File: src/rtl/seg7_scan_reader_pkg.sv
// Shared seven-segment encodings (gfedcba, active-high) and scan reader types.
// Used by both the BCD-to-segment driver and the segment-to-BCD reader.
package seg7_scan_reader_pkg;

    localparam logic [6:0] SEG_0 = 7'h3F;
    localparam logic [6:0] SEG_1 = 7'h06;
    localparam logic [6:0] SEG_2 = 7'h5B;
    localparam logic [6:0] SEG_3 = 7'h4F;
    localparam logic [6:0] SEG_4 = 7'h66;
    localparam logic [6:0] SEG_5 = 7'h6D;
    localparam logic [6:0] SEG_6 = 7'h7D;
    localparam logic [6:0] SEG_7 = 7'h07;
    localparam logic [6:0] SEG_8 = 7'h7F;
    localparam logic [6:0] SEG_9 = 7'h6F;
    localparam logic [6:0] SEG_F = 7'h71;
    localparam logic [6:0] SEG_BLANK = 7'h00;

    localparam logic [3:0] INVALID_BCD = 4'hF;

    typedef enum logic {
        COLLECT = 1'b0,
        PUBLISH = 1'b1
    } state_t;

    function automatic logic [6:0] bcd_to_seg(input logic [3:0] bcd);
        logic [6:0] s;
        s = SEG_F;
        case (bcd)
            4'd0: s = SEG_0;
            4'd1: s = SEG_1;
            4'd2: s = SEG_2;
            4'd3: s = SEG_3;
            4'd4: s = SEG_4;
            4'd5: s = SEG_5;
            4'd6: s = SEG_6;
            4'd7: s = SEG_7;
            4'd8: s = SEG_8;
            4'd9: s = SEG_9;
            default: s = SEG_F;
        endcase
        return s;
    endfunction

endpackage

File: src/rtl/seg7_to_bcd.sv
// Combinational reverse lookup: segment pattern to BCD digit plus error flag.
// Anything outside the ten decimal glyphs maps to INVALID_BCD with err set.
module seg7_to_bcd
    import seg7_scan_reader_pkg::*;
(
    input  logic [6:0] seg,
    output logic [3:0] bcd,
    output logic       err
);

    always_comb begin
        bcd = INVALID_BCD;
        err = 1'b0;
        case (seg)
            SEG_0: bcd = 4'd0;
            SEG_1: bcd = 4'd1;
            SEG_2: bcd = 4'd2;
            SEG_3: bcd = 4'd3;
            SEG_4: bcd = 4'd4;
            SEG_5: bcd = 4'd5;
            SEG_6: bcd = 4'd6;
            SEG_7: bcd = 4'd7;
            SEG_8: bcd = 4'd8;
            SEG_9: bcd = 4'd9;
            default: begin
                bcd = INVALID_BCD;
                err = 1'b1;
            end
        endcase
    end

endmodule

File: src/rtl/seg7_scan_reader.sv
// Receive side of a scanned 7-segment display: synchronise, qualify for
// stability, decode each strobed digit and publish complete frames.
module seg7_scan_reader
    import seg7_scan_reader_pkg::*;
#(
    parameter int NUM_DIGITS     = 2,
    parameter int STABLE_CYCLES  = 4,
    parameter int TIMEOUT_CYCLES = 1024
) (
    input  logic                    clk,
    input  logic                    rst_n,
    input  logic [6:0]              seg_in,
    input  logic [NUM_DIGITS-1:0]   digit_sel,
    output logic [4*NUM_DIGITS-1:0] digits_out,
    output logic [NUM_DIGITS-1:0]   digit_err,
    output logic                    frame_valid,
    output logic                    frame_timeout
);

    localparam int CW = $clog2(STABLE_CYCLES + 1);
    localparam int TW = $clog2(TIMEOUT_CYCLES + 1);
    localparam int SW = 7 + NUM_DIGITS;
    localparam logic [CW-1:0] STABLE_MAX = CW'(STABLE_CYCLES);
    localparam logic [TW-1:0] TO_LAST = TW'(TIMEOUT_CYCLES - 1);

    logic [6:0]            seg_m, seg_s;
    logic [NUM_DIGITS-1:0] sel_m, sel_s;
    logic [SW-1:0]         sample, prev;
    logic [CW-1:0]         cnt, cnt_nxt;
    logic                  armed, arm_eff, same, hit;
    logic                  sel_ok, accept;
    logic [3:0]            dec_bcd;
    logic                  dec_err;

    logic [NUM_DIGITS-1:0][3:0] shadow;
    logic [NUM_DIGITS-1:0]      shadow_err;
    logic [NUM_DIGITS-1:0]      seen, seen_nxt;
    logic [TW-1:0]              tcnt, tcnt_nxt;
    logic                       to_fire, pub;
    state_t                     state, state_nxt;

    always_ff @(posedge clk or negedge rst_n) begin
        if (!rst_n) begin
            seg_m <= '0;
            seg_s <= '0;
            sel_m <= '0;
            sel_s <= '0;
        end else begin
            seg_m <= seg_in;
            seg_s <= seg_m;
            sel_m <= digit_sel;
            sel_s <= sel_m;
        end
    end

    assign sample = {seg_s, sel_s};
    assign same   = (sample == prev);
    assign sel_ok = (sel_s != '0) && ((sel_s & (sel_s - 1'b1)) == '0);

    // A changed sample restarts the run and re-arms in the same cycle,
    // so STABLE_CYCLES==1 accepts on the very first differing sample.
    always_comb begin
        cnt_nxt = CW'(1);
        arm_eff = 1'b1;
        if (same) begin
            cnt_nxt = (cnt == STABLE_MAX) ? cnt : cnt + CW'(1);
            arm_eff = armed;
        end
    end

    assign hit    = arm_eff && (cnt_nxt == STABLE_MAX);
    assign accept = hit && sel_ok;

    always_ff @(posedge clk or negedge rst_n) begin
        if (!rst_n) begin
            prev  <= '0;
            cnt   <= '0;
            armed <= 1'b1;
        end else begin
            prev  <= sample;
            cnt   <= cnt_nxt;
            armed <= arm_eff && !hit;
        end
    end

    seg7_to_bcd u_dec (
        .seg (seg_s),
        .bcd (dec_bcd),
        .err (dec_err)
    );

    always_ff @(posedge clk or negedge rst_n) begin
        if (!rst_n) begin
            state <= COLLECT;
        end else begin
            state <= state_nxt;
        end
    end

    always_comb begin
        state_nxt = state;
        seen_nxt  = seen;
        tcnt_nxt  = tcnt;
        to_fire   = 1'b0;
        pub       = 1'b0;
        case (state)
            COLLECT: begin
                if (accept) begin
                    seen_nxt = seen | sel_s;
                    tcnt_nxt = '0;
                end else if (seen != '0) begin
                    if (tcnt == TO_LAST) begin
                        to_fire  = 1'b1;
                        seen_nxt = '0;
                        tcnt_nxt = '0;
                    end else begin
                        tcnt_nxt = tcnt + TW'(1);
                    end
                end
                if (&seen_nxt) begin
                    state_nxt = PUBLISH;
                end
            end
            PUBLISH: begin
                // Acceptance landing here seeds the next frame.
                pub       = 1'b1;
                seen_nxt  = accept ? sel_s : '0;
                tcnt_nxt  = '0;
                state_nxt = COLLECT;
            end
            default: state_nxt = COLLECT;
        endcase
    end

    always_ff @(posedge clk or negedge rst_n) begin
        if (!rst_n) begin
            shadow     <= '0;
            shadow_err <= '0;
            seen       <= '0;
            tcnt       <= '0;
        end else begin
            seen <= seen_nxt;
            tcnt <= tcnt_nxt;
            for (int i = 0; i < NUM_DIGITS; i++) begin
                if (accept && sel_s[i]) begin
                    shadow[i]     <= dec_bcd;
                    shadow_err[i] <= dec_err;
                end
            end
        end
    end

    always_ff @(posedge clk or negedge rst_n) begin
        if (!rst_n) begin
            digits_out    <= '0;
            digit_err     <= '0;
            frame_valid   <= 1'b0;
            frame_timeout <= 1'b0;
        end else begin
            frame_valid   <= pub;
            frame_timeout <= to_fire;
            if (pub) begin
                digits_out <= shadow;
                digit_err  <= shadow_err;
            end
        end
    end

endmodule

File: config.mk
export PLATFORM = sky130hd
export DESIGN_NAME = seg7_scan_reader
export DESIGN_NICKNAME = d
export VERILOG_FILES = /design/src/rtl/seg7_scan_reader_pkg.sv /design/src/rtl/seg7_to_bcd.sv /design/src/rtl/seg7_scan_reader.sv
export SDC_FILE = /design/constraint.sdc
export NUM_CORES = 1
export LEC_CHECK = 0
export ABC_CLOCK_PERIOD_IN_PS = 2110
export CORE_ASPECT_RATIO = 0.7
export CORE_MARGIN = 4
export CORE_UTILIZATION = 35
export DETAILED_ROUTE_END_ITERATION = 6
export SLEW_MARGIN = 20
export SYNTH_ARGS = -nofsm -noshare
export SYNTH_HDL_FRONTEND = slang
export SYNTH_SLANG_ARGS = --single-unit
File: constraint.sdc
create_clock -name clk -period 2.11 [get_ports clk]
set_input_delay 0.422 -clock clk [delete_from_list [all_inputs] [get_ports clk]]
set_output_delay 0.422 -clock clk [all_outputs]
set_load 0.01 [all_outputs]
=== Word level (Yosys, flattened, before mapping) ===
Index checks and enable logic that the tools add are counted.

* Register bits after elaboration: 67
* RAM bits: 0
* Bits in read-only memories: 0
* Word-level logic and storage cells: 73
* Bits in latches: 0
* Memories: 0
* Output and inout port bits: 12
* Input port bits: 11

* Muxes and demuxes: 22
* Equality and inequality tests: 15
* Bitwise operators: 3
* Add/sub/neg operators: 3
* Reductions and logical operators: 12
* Div/mod/pow operators: 0
* $lt $le $gt $ge: 0
* $mul: 0
* Shifts and indexed selects: 0

{| class="wikitable"
|+ Operator list
! kind !! count
|-
| $eq 7x7->1 const B || 7
|-
| $pmux 4 s10 || 1
|-
| $mux 11 || 3
|-
| $pmux 11 s2 || 1
|-
| $eq 7x3->1 const B || 2
|-
| $add 11x1->11 const B || 1
|-
| $eq 11x10->1 const B || 1
|-
| $mux 2 || 5
|-
| $reduce_or 10->1 || 1
|-
| $eq 9x9->1 || 1
|-
| $mux 1 || 8
|-
| $eq 7x6->1 const B || 1
|-
| $eq 3x3->1 const B || 2
|-
| $logic_and 1x1->1 || 6
|-
| $mux 3 || 2
|-
| $pmux 2 s2 || 1
|-
| $reduce_bool 2->1 || 2
|-
| $add 3x1->3 const B || 1
|-
| $ne 3x3->1 const B || 1
|-
| $and 2x2->2 || 1
|-
| $logic_not 2->1 || 1
|-
| $or 2x2->2 || 1
|-
| $pmux 1 s2 || 1
|-
| $reduce_and 2->1 || 1
|-
| other kinds (3) || 3
|}

=== Depth between registers and ports, before layout ===
Gate-level depths: netlist of the first run.

* Depth in word-level cells: 11
* Mapped depth: 8
* Mapped depth without buffers: 7

=== Cells and area by module ===
Synthesis of the first run repeated with hierarchy kept, for this count alone.

* Cell total of the unflattened synthesis: 226
* Area, all modules: 2,846.5 µm²

{| class="wikitable"
|+ Modules (own cells, without submodules)
! module !! area an instance (µm²) !! cells each !! times used !! sequential area each (µm²)
|-
| seg7_scan_reader || 2,632.5 || 195 || 1 || 1,677.9
|-
| seg7_to_bcd || 214.0 || 31 || 1 || 0.0
|}

=== Least setup slack after synthesis of the first run ===
OpenSTA, ideal clock, no wires.

* Path type: register -> register
* From: register cnt[0]
* To: register state
* Data required time: 2.023 ns
* Period minus slack after synthesis: 2.240 ns
* Buffers on the path: 0
* Cell stages (with the launch flop): 8
* Arrival: 2.152 ns
* Path slack: -0.130 ns
* Setup time: 0.087 ns
* Path through: dfrtp_1 > inv_2 > ha_1 > nor4b_1 > o21ai_0 > a2111oi_4 > o21ai_2 > a211oi_2

* Cells in the longest elaborated chain, start to end: 11
* Elaborated cells on any way between the ends: 12
* Those cells by class: add/sub: 1; eq/ne: 2; mux: 6; reduce/logical: 3

{| class="wikitable"
|+ RTL lines
! element !! RTL line !! text
|-
| start, declared || seg7_scan_reader.sv:29 || <nowiki>logic [CW-1:0] cnt, cnt_nxt;</nowiki>
|-
| start signal, assigned || seg7_scan_reader.sv:81 || <nowiki>cnt <= cnt_nxt;</nowiki>
|-
| $add 3x1->3 / $eq 3x3->1 (equally long branches) || seg7_scan_reader.sv:66 || <nowiki>cnt_nxt = (cnt == STABLE_MAX) ? cnt : cnt + CW'(1);</nowiki>
|-
| $mux 3 * || seg7_scan_reader.sv:66 ||
|-
| $mux 3 * || seg7_scan_reader.sv:65 || <nowiki>if (same) begin</nowiki>
|-
| $eq 3x3->1 * || seg7_scan_reader.sv:71 || <nowiki>assign hit = arm_eff && (cnt_nxt == STABLE_MAX);</nowiki>
|-
| $logic_and 1x1->1 * || seg7_scan_reader.sv:71 ||
|-
| $logic_and 1x1->1 * || seg7_scan_reader.sv:72 || <nowiki>assign accept = hit && sel_ok;</nowiki>
|-
| $mux 2 * || seg7_scan_reader.sv:108 || <nowiki>if (accept) begin</nowiki>
|-
| $mux 2 * || seg7_scan_reader.sv:106 || <nowiki>case (state)</nowiki>
|-
| $reduce_and 2->1 * || seg7_scan_reader.sv:120 || <nowiki>if (&seen_nxt) begin</nowiki>
|-
| $mux 1 * || seg7_scan_reader.sv:120 ||
|-
| $pmux 1 s2 * || seg7_scan_reader.sv:106 ||
|-
| named net state_nxt || seg7_scan_reader.sv:40 || <nowiki>state_t state, state_nxt;</nowiki>
|-
| end signal, assigned || seg7_scan_reader.sv:96 || <nowiki>state <= state_nxt;</nowiki>
|-
| end, declared || seg7_scan_reader.sv:40 ||
|}

Mark *: on every way through the listed nets, which the timed path passes. The rest lies on a longest branch. The select of a mux whose other input is x is not followed.
A chain may end at the register's enable or synchronous reset.

=== Worst setup path after layout of the first run ===
* From: register cnt[0]
* To: register shadow[3] in the netlist's numbering

* Cells in the longest elaborated chain, start to end: 7
* Elaborated cells on any way between the ends: 8
* Those cells by class: add/sub: 1; eq/ne: 2; mux: 2; reduce/logical: 3

{| class="wikitable"
|+ RTL lines
! element !! RTL line !! text
|-
| $add 3x1->3 / $eq 3x3->1 (equally long branches) || seg7_scan_reader.sv:66 ||
|-
| $mux 3 * || seg7_scan_reader.sv:66 ||
|-
| $mux 3 * || seg7_scan_reader.sv:65 ||
|-
| $eq 3x3->1 * || seg7_scan_reader.sv:71 ||
|-
| $logic_and 1x1->1 * || seg7_scan_reader.sv:71 ||
|-
| $logic_and 1x1->1 * || seg7_scan_reader.sv:72 ||
|-
| $logic_and 1x1->1 * || seg7_scan_reader.sv:145 || <nowiki>if (accept && sel_s[i]) begin</nowiki>
|-
| end signal, assigned || seg7_scan_reader.sv:137 || <nowiki>shadow <= '0;</nowiki>
|-
| end signal, assigned by index || seg7_scan_reader.sv:146 || <nowiki>shadow[i] <= dec_bcd;</nowiki>
|-
| end, declared || seg7_scan_reader.sv:35 || <nowiki>logic [NUM_DIGITS-1:0][3:0] shadow;</nowiki>
|}

Mark *: on every way between the ends. The rest lies on a longest branch, timed or not.

==> results.yml, run 1 <==
power_and_ir_drop:
  powerDensity_nw_per_um2: 854
  max-vdd-ir-drop_mv: 0.436
  p_leak_uw: 0.00159
global_routing:
  grt_pass1_vias: 1857
  grt_usage: 0.120
  gr-total-overflow: 0
  grt_pass1_wl_mm: 8.95
  grt_max_degree: 68
  grt_antenna_before_repair: 0
timing:
  hold_viol: 0
  worstMarginPinSlew_ns: 0.626
  fmax_ghz: 0.481
  slew_violations: 0
  rsz0062_at_grt: "yes"
  holdWs_ns: 0.101
  skew_ns: 0.0113
  fin_crit_sh: 0.984
  maxSlewHeadroom: 0.583
  setup_viol: 0
  final.min_clock_period_ns: 2.08
die:
  fp.dieArea_um2: 9530
  rows: 26
  coreArea_um2: 7550
  start_util: 0.371
  die_h_um: 82.9
  fp.dieW_um: 115
  io_pins: 23
critical_path:
  slowest_delay_ns: 0.53
  crit_chain: "inv_2, ha_4, or4b_4, a2111oi_4, buf_4, mux2i_1"
  cp_max_fo: 7
  cp.buffers_inverters: 2
  cp-start-kind: "flip-flop"
  cp_top_family: "simple AND/OR/NAND/NOR gates"
  end_kind: "flip-flop"
  cp.required_ns: 2.37
  crit_type: "reg -> reg"
  worstPathArrival_ns: 2.33
  critPathSlowestCell: "or4b_4"
finish:
  diodes: 0
  area_growth_pct: 27.9
  stdcell_count: 378
  fillCellCount: 709
  drive_above_1_share: 0.182
  multi_input_area_um2: 1090
  ff_latch_area_um2: 1680
  fin_nets: 289
synthesis:
  synthesis.area_um2: 2800
  synth_top_flop_cell: "dfrtp_1"
  synth.most_common_cell: "dfrtp_1"
  synth_top_area_frac: 0.589
  synth_cell_types: 49
  syn_inst: 234
  synth_top_area_cell: "dfrtp_1"
  syn-mean-instance-area_um2: 12.0
  ys_warn_count: 0
  synth_nets: 248
  synthTopCellsByCount: "66 x dfrtp_1, 15 x nor2_1, 13 x inv_1, 13 x nand2_1, 11 x xnor2_1"
  synthArstFlopShare: 1.00
  synthTopCellsByArea: "dfrtp_1 59%, mux2_2 4.0%, xnor2_1 3.4%, mux2i_1 3.2%, nor2_1 2.0%"
  ys_ff_latch: 67
  ys_seq_area_frac: 0.599
  synth_edf_count: 0
detailed_routing:
  ant_nets: 0
  wl_mm: 5.20
  wl_per_cell_um: 13.8
  drt_first_pass_iters: 4
  drc: 0
  dr.first_iter.drc_count: 75
  vias: 1879
  routed_via_density: 4.97
placement:
  io_buffers: 22
  dp_hpwl_mm: 3.46
  dp.cells: 359
  routabilityCongestion: 0.825
status:
  status: "finished clean"
cts:
  cts_tree: "built"
  clkLatencyLatePin_ns: 0.33
  htreeDepth: 3
  clock_path_buffers: 2
  cts_root_buffer: "clkbuf_16"
  clk_pin_slew_ns: 0.06
  cts.sinks: 67
  cts_buffers: 9
worst_hold_path:
  min_path_type: "in -> async"
flow_run:
  drv_cap: 0
cell usage in the layout, fill, tap and decap left out, types with 7 or more instances in the layout:
master / Yosys / routed
nand2_1: 13 / 13
dfrtp_1: 66 / 66
mux2_2: 10 / 10
nand3_1: 8 / 8
inv_1: 13 / 12
clkbuf_16: 0 / 9
buf_4: 0 / 10
mux2i_1: 9 / 9
clkdlybuf4s50_1: 0 / 21
nor2_1: 15 / 15
xnor2_1: 11 / 11
o21ai_0: 8 / 7
a21oi_1: 10 / 10
cells by family (layout without fill, tap and decap cells):
group           Yosys count  count (layout)  share of synthesized area
flops                    67              67                      0.599
xor+xnor                 14              14                     0.0438
mux                      19              19                     0.0723
simple gates             75              75                      0.147
fa+ha+maj                 3               3                     0.0134
buf+inv                  17              63                     0.0232
compound gates           39              39                      0.102
final timing paths:
check / depth (start not counted) / startpoint / slack, ns / endpoint
setup reg to reg: 6 / cnt[0] / 0.03 / shadow[3]
hold / removal: 2 / rst_n / 0.10 / frame_timeout
setup / recovery: 6 / cnt[0] / 0.03 / shadow[3]
min in group clk: 0 / sel_m[0] / 0.35 / sel_s[0]
hold reg to reg: 0 / sel_m[0] / 0.35 / sel_s[0]
max in group asynchronous: 2 / rst_n / 1.71 / armed
sequential cells by signal, summed over array words and instances, names as in the netlist, 2 cells and up:
register and flops:
prev 9, seen 2, digits_out 8, tcnt 11, seg_m 7, sel_m 2, seg_s 7, digit_err 2
shadow 8, shadow_err 2, sel_s 2, cnt 3
per-layer routing:
layer  vias to the layer above  wire (um)  GRT usage
met5                         -          0          0
met3                         9        232     0.0596
met2                        31       2160      0.162
met4                         0         67     0.0405
li1                        919          -          -
met1                       920       2740      0.166
report_power, final:
| group | internal, uW | switching (uW) | total, uW |
|---|---|---|---|
| clock | 1070 | 555 | 1620 |
| combinational | 45.3 | 55.3 | 101 |
| sequential | 1310 | 23.4 | 1340 |
| total | 2430 | 634 | 3060 |
per-stage QoR:
step	setup WS, ns	util	power [uW]	cell area (um^2)	TNS, ns
2_1_floorplan	-0.0358	-	1400	2820	-0.0358
3_3_place_gp	0.0289	0.426	1460	3210	0
3_5_place_dp	-0.0472	0.426	1460	3210	-0.142
4_1_cts	0.0316	0.471	3090	3560	0
5_1_grt	-0.0507	0.475	3170	3580	-0.215
6_report	0.0330	0.475	3060	3580	0
timing repair:
item | in CTS | in global routing
gates resized for setup | 2 | 2
pin swaps | 1 | 0
hold buffers | 0 | 0
setup endpoints to repair | 6 | 25
buffers inserted | 1 | 2
final cells by class:
type	count	share of cell area
Clock inverter	5	0.0234
Inverter	14	0.0147
Multi-Input combinational cell	150	0.305
Timing Repair Buffer	33	0.0866
Sequential cell	67	0.468
Clock buffer	11	0.0677
Tap cell	98	0.0342
Note: power is estimated with default switching activity, not from simulation.
==> inputs of run 2 (changes only) <==
--- a/config.mk
+++ b/config.mk
@@ -5,9 +5,8 @@
 export SDC_FILE = /design/constraint.sdc
 export NUM_CORES = 1
 export LEC_CHECK = 0
-export ABC_CLOCK_PERIOD_IN_PS = 2110
 export CORE_ASPECT_RATIO = 0.7
-export CORE_MARGIN = 4
+export CORE_MARGIN = 2
 export CORE_UTILIZATION = 35
 export DETAILED_ROUTE_END_ITERATION = 6
 export SLEW_MARGIN = 20
==> run 2 against run 1 <==
Against the previous run: sequential share of layout area grew 0.40 points; fmax increased by 1.6%; routed wire length down 0.27%; critical path depth rose by 1; clock skew down 0.0029 ns; clock power shrank 17%; utilization is 1.9 points lower; global-route usage grew 1.5 points.
==> results.yml, run 2 (same netlist as run 1, synthesis figures left out) <==
finish:
  reg_top3: "tcnt (11), prev (9)"
  largest-register: "tcnt"
  diodes: 0
  stdcell_count: 381
  largest_reg_flops: 11
  area_growth_pct: 26.9
  fin_nets: 289
  final_cell_mix: "65 x dfrtp_1, 21 x clkdlybuf4s50_1, 15 x nor2_1"
  fillCellCount: 717
  drive_above_1_share: 0.193
  layout_commonest_cell: "dfrtp_1"
  stdcell_area_um2: 3560
  fin_util: 0.456
timing:
  final.min_clock_period_ns: 2.04
  hold_viol: 0
  maxSlewHeadroom: 0.586
  fmax_ghz: 0.489
  worstMarginPinSlew_ns: 0.621
  skew_ns: 0.00841
  slew_violations: 0
  holdWs_ns: 0.0931
  setup_viol: 0
  fin_crit_sh: 0.969
  rsz0062_at_grt: "yes"
detailed_routing:
  ant_nets: 0
  dr.first_iter.drc_count: 125
  wl_per_cell_um: 13.6
  vias: 1878
  drt_first_pass_iters: 4
  drc: 0
  wl_mm: 5.19
  routed_via_density: 4.93
placement:
  dp.cells: 363
  io_buffers: 22
  routabilityCongestion: 0.836
  place_area_um2: 3220
  dp_hpwl_mm: 3.37
flow_run:
  drv_cap: 0
critical_path:
  cp.buffers_inverters: 2
  cp_top_family: "compound AO/OA/AOI/OAI gates"
  critPathSlowestCell: "or4b_4"
  crit_type: "reg -> reg"
  slowest_delay_ns: 0.51
  cp_max_fo: 4
  cp.required_ns: 2.35
  end_kind: "flip-flop"
  cp-start-kind: "flip-flop"
  ff2ff_setup_slack_ns: 0.07
  worstPathArrival_ns: 2.28
  crit_chain: "inv_2, ha_4, or4b_4, a2111oi_4, buf_4, o21ai_2, a211oi_2"
cts:
  htreeDepth: 3
  clk_pin_slew_ns: 0.05
  cts_buffers: 9
  cts.sinks: 67
  cts_root_buffer: "clkbuf_16"
  cts_tree: "built"
  hold_buffers: 0
  clkLatencyLatePin_ns: 0.33
  clock_path_buffers: 2
global_routing:
  grt_pass1_vias: 1911
  grt_usage: 0.136
  grt_max_degree: 68
  grt_antenna_before_repair: 0
  gr-total-overflow: 0
  grt_pass1_wl_mm: 9.25
power_and_ir_drop:
  max-vdd-ir-drop_mv: 0.415
  p_leak_uw: 0.00158
  power.total_uw: 2780
  powerDensity_nw_per_um2: 783
die:
  start_util: 0.359
  rows: 27
  die_h_um: 78.9
  coreArea_um2: 7800
  io_pins: 23
  fp.dieArea_um2: 8750
  fp.dieW_um: 111
worst_hold_path:
  min_path_type: "in -> async"
status:
  status: "finished clean"
run 2: power by group:
part | internal (uW) | leakage (uW) | switching (uW)
Clock | 819 | 0.000139 | 527
Combinational | 46.6 | 0.000578 | 56.0
Sequential | 1310 | 0.000863 | 22.9
run 2: area by class of cell:
cell class,instances,area [um^2],area share
clock buffer,11,243,0.0683
clock inverter,5,28.8,0.00809
inverter,14,52.6,0.0148
multi-input combinational,150,1110,0.313
sequential,67,1680,0.472
tap,101,126,0.0355
timing repair buffer,33,314,0.0883
run 2: repair_timing:
| item | 4_1_cts | 5_1_grt |
|---|---|---|
| resized for setup | 2 | 7 |
| pin swaps | 3 | 1 |
| setup buffers | 1 | 1 |
| endpoints found under the setup margin | 9 | 11 |
run 2: path summary, 6_finish.rpt:
kind / end / startpoint / cells after the start
max in group asynchronous: armed / rst_n / 2
setup reg to reg: state / cnt[1] / 7
hold reg to reg: seg_s[2] / seg_m[2] / 0
min in group clk: seg_s[2] / seg_m[2] / 0
setup / recovery: state / cnt[1] / 7
hold / removal: cnt[2] / rst_n / 2
run 2: worst register-to-register path: stages, from the launching register on:
cell and delay [ns]:
dfrtp_2 0.43, inv_2 0.08, ha_4 0.20, or4b_4 0.51, a2111oi_4 0.36, buf_4 0.17
o21ai_2 0.05, a211oi_2 0.16
run 2: per-layer routing:
layer | track usage | up-vias | part of all wire
met5 | 0 | - | 0
li1 | - | 915 | -
met1 | 0.173 | 931 | 0.50
met2 | 0.204 | 25 | 0.45
met4 | 0.0663 | 0 | 0.015
met3 | 0.0519 | 7 | 0.030
run 2: stage by stage:
stage | setup TNS, ns | setup WS, ns
floorplan | -0.0358 | -0.0358
global placement | 0 | 0.0224
detailed placement | -0.106 | -0.0316
CTS | 0 | 0.0191
global route | -0.0308 | -0.0156
finish | 0 | 0.0657
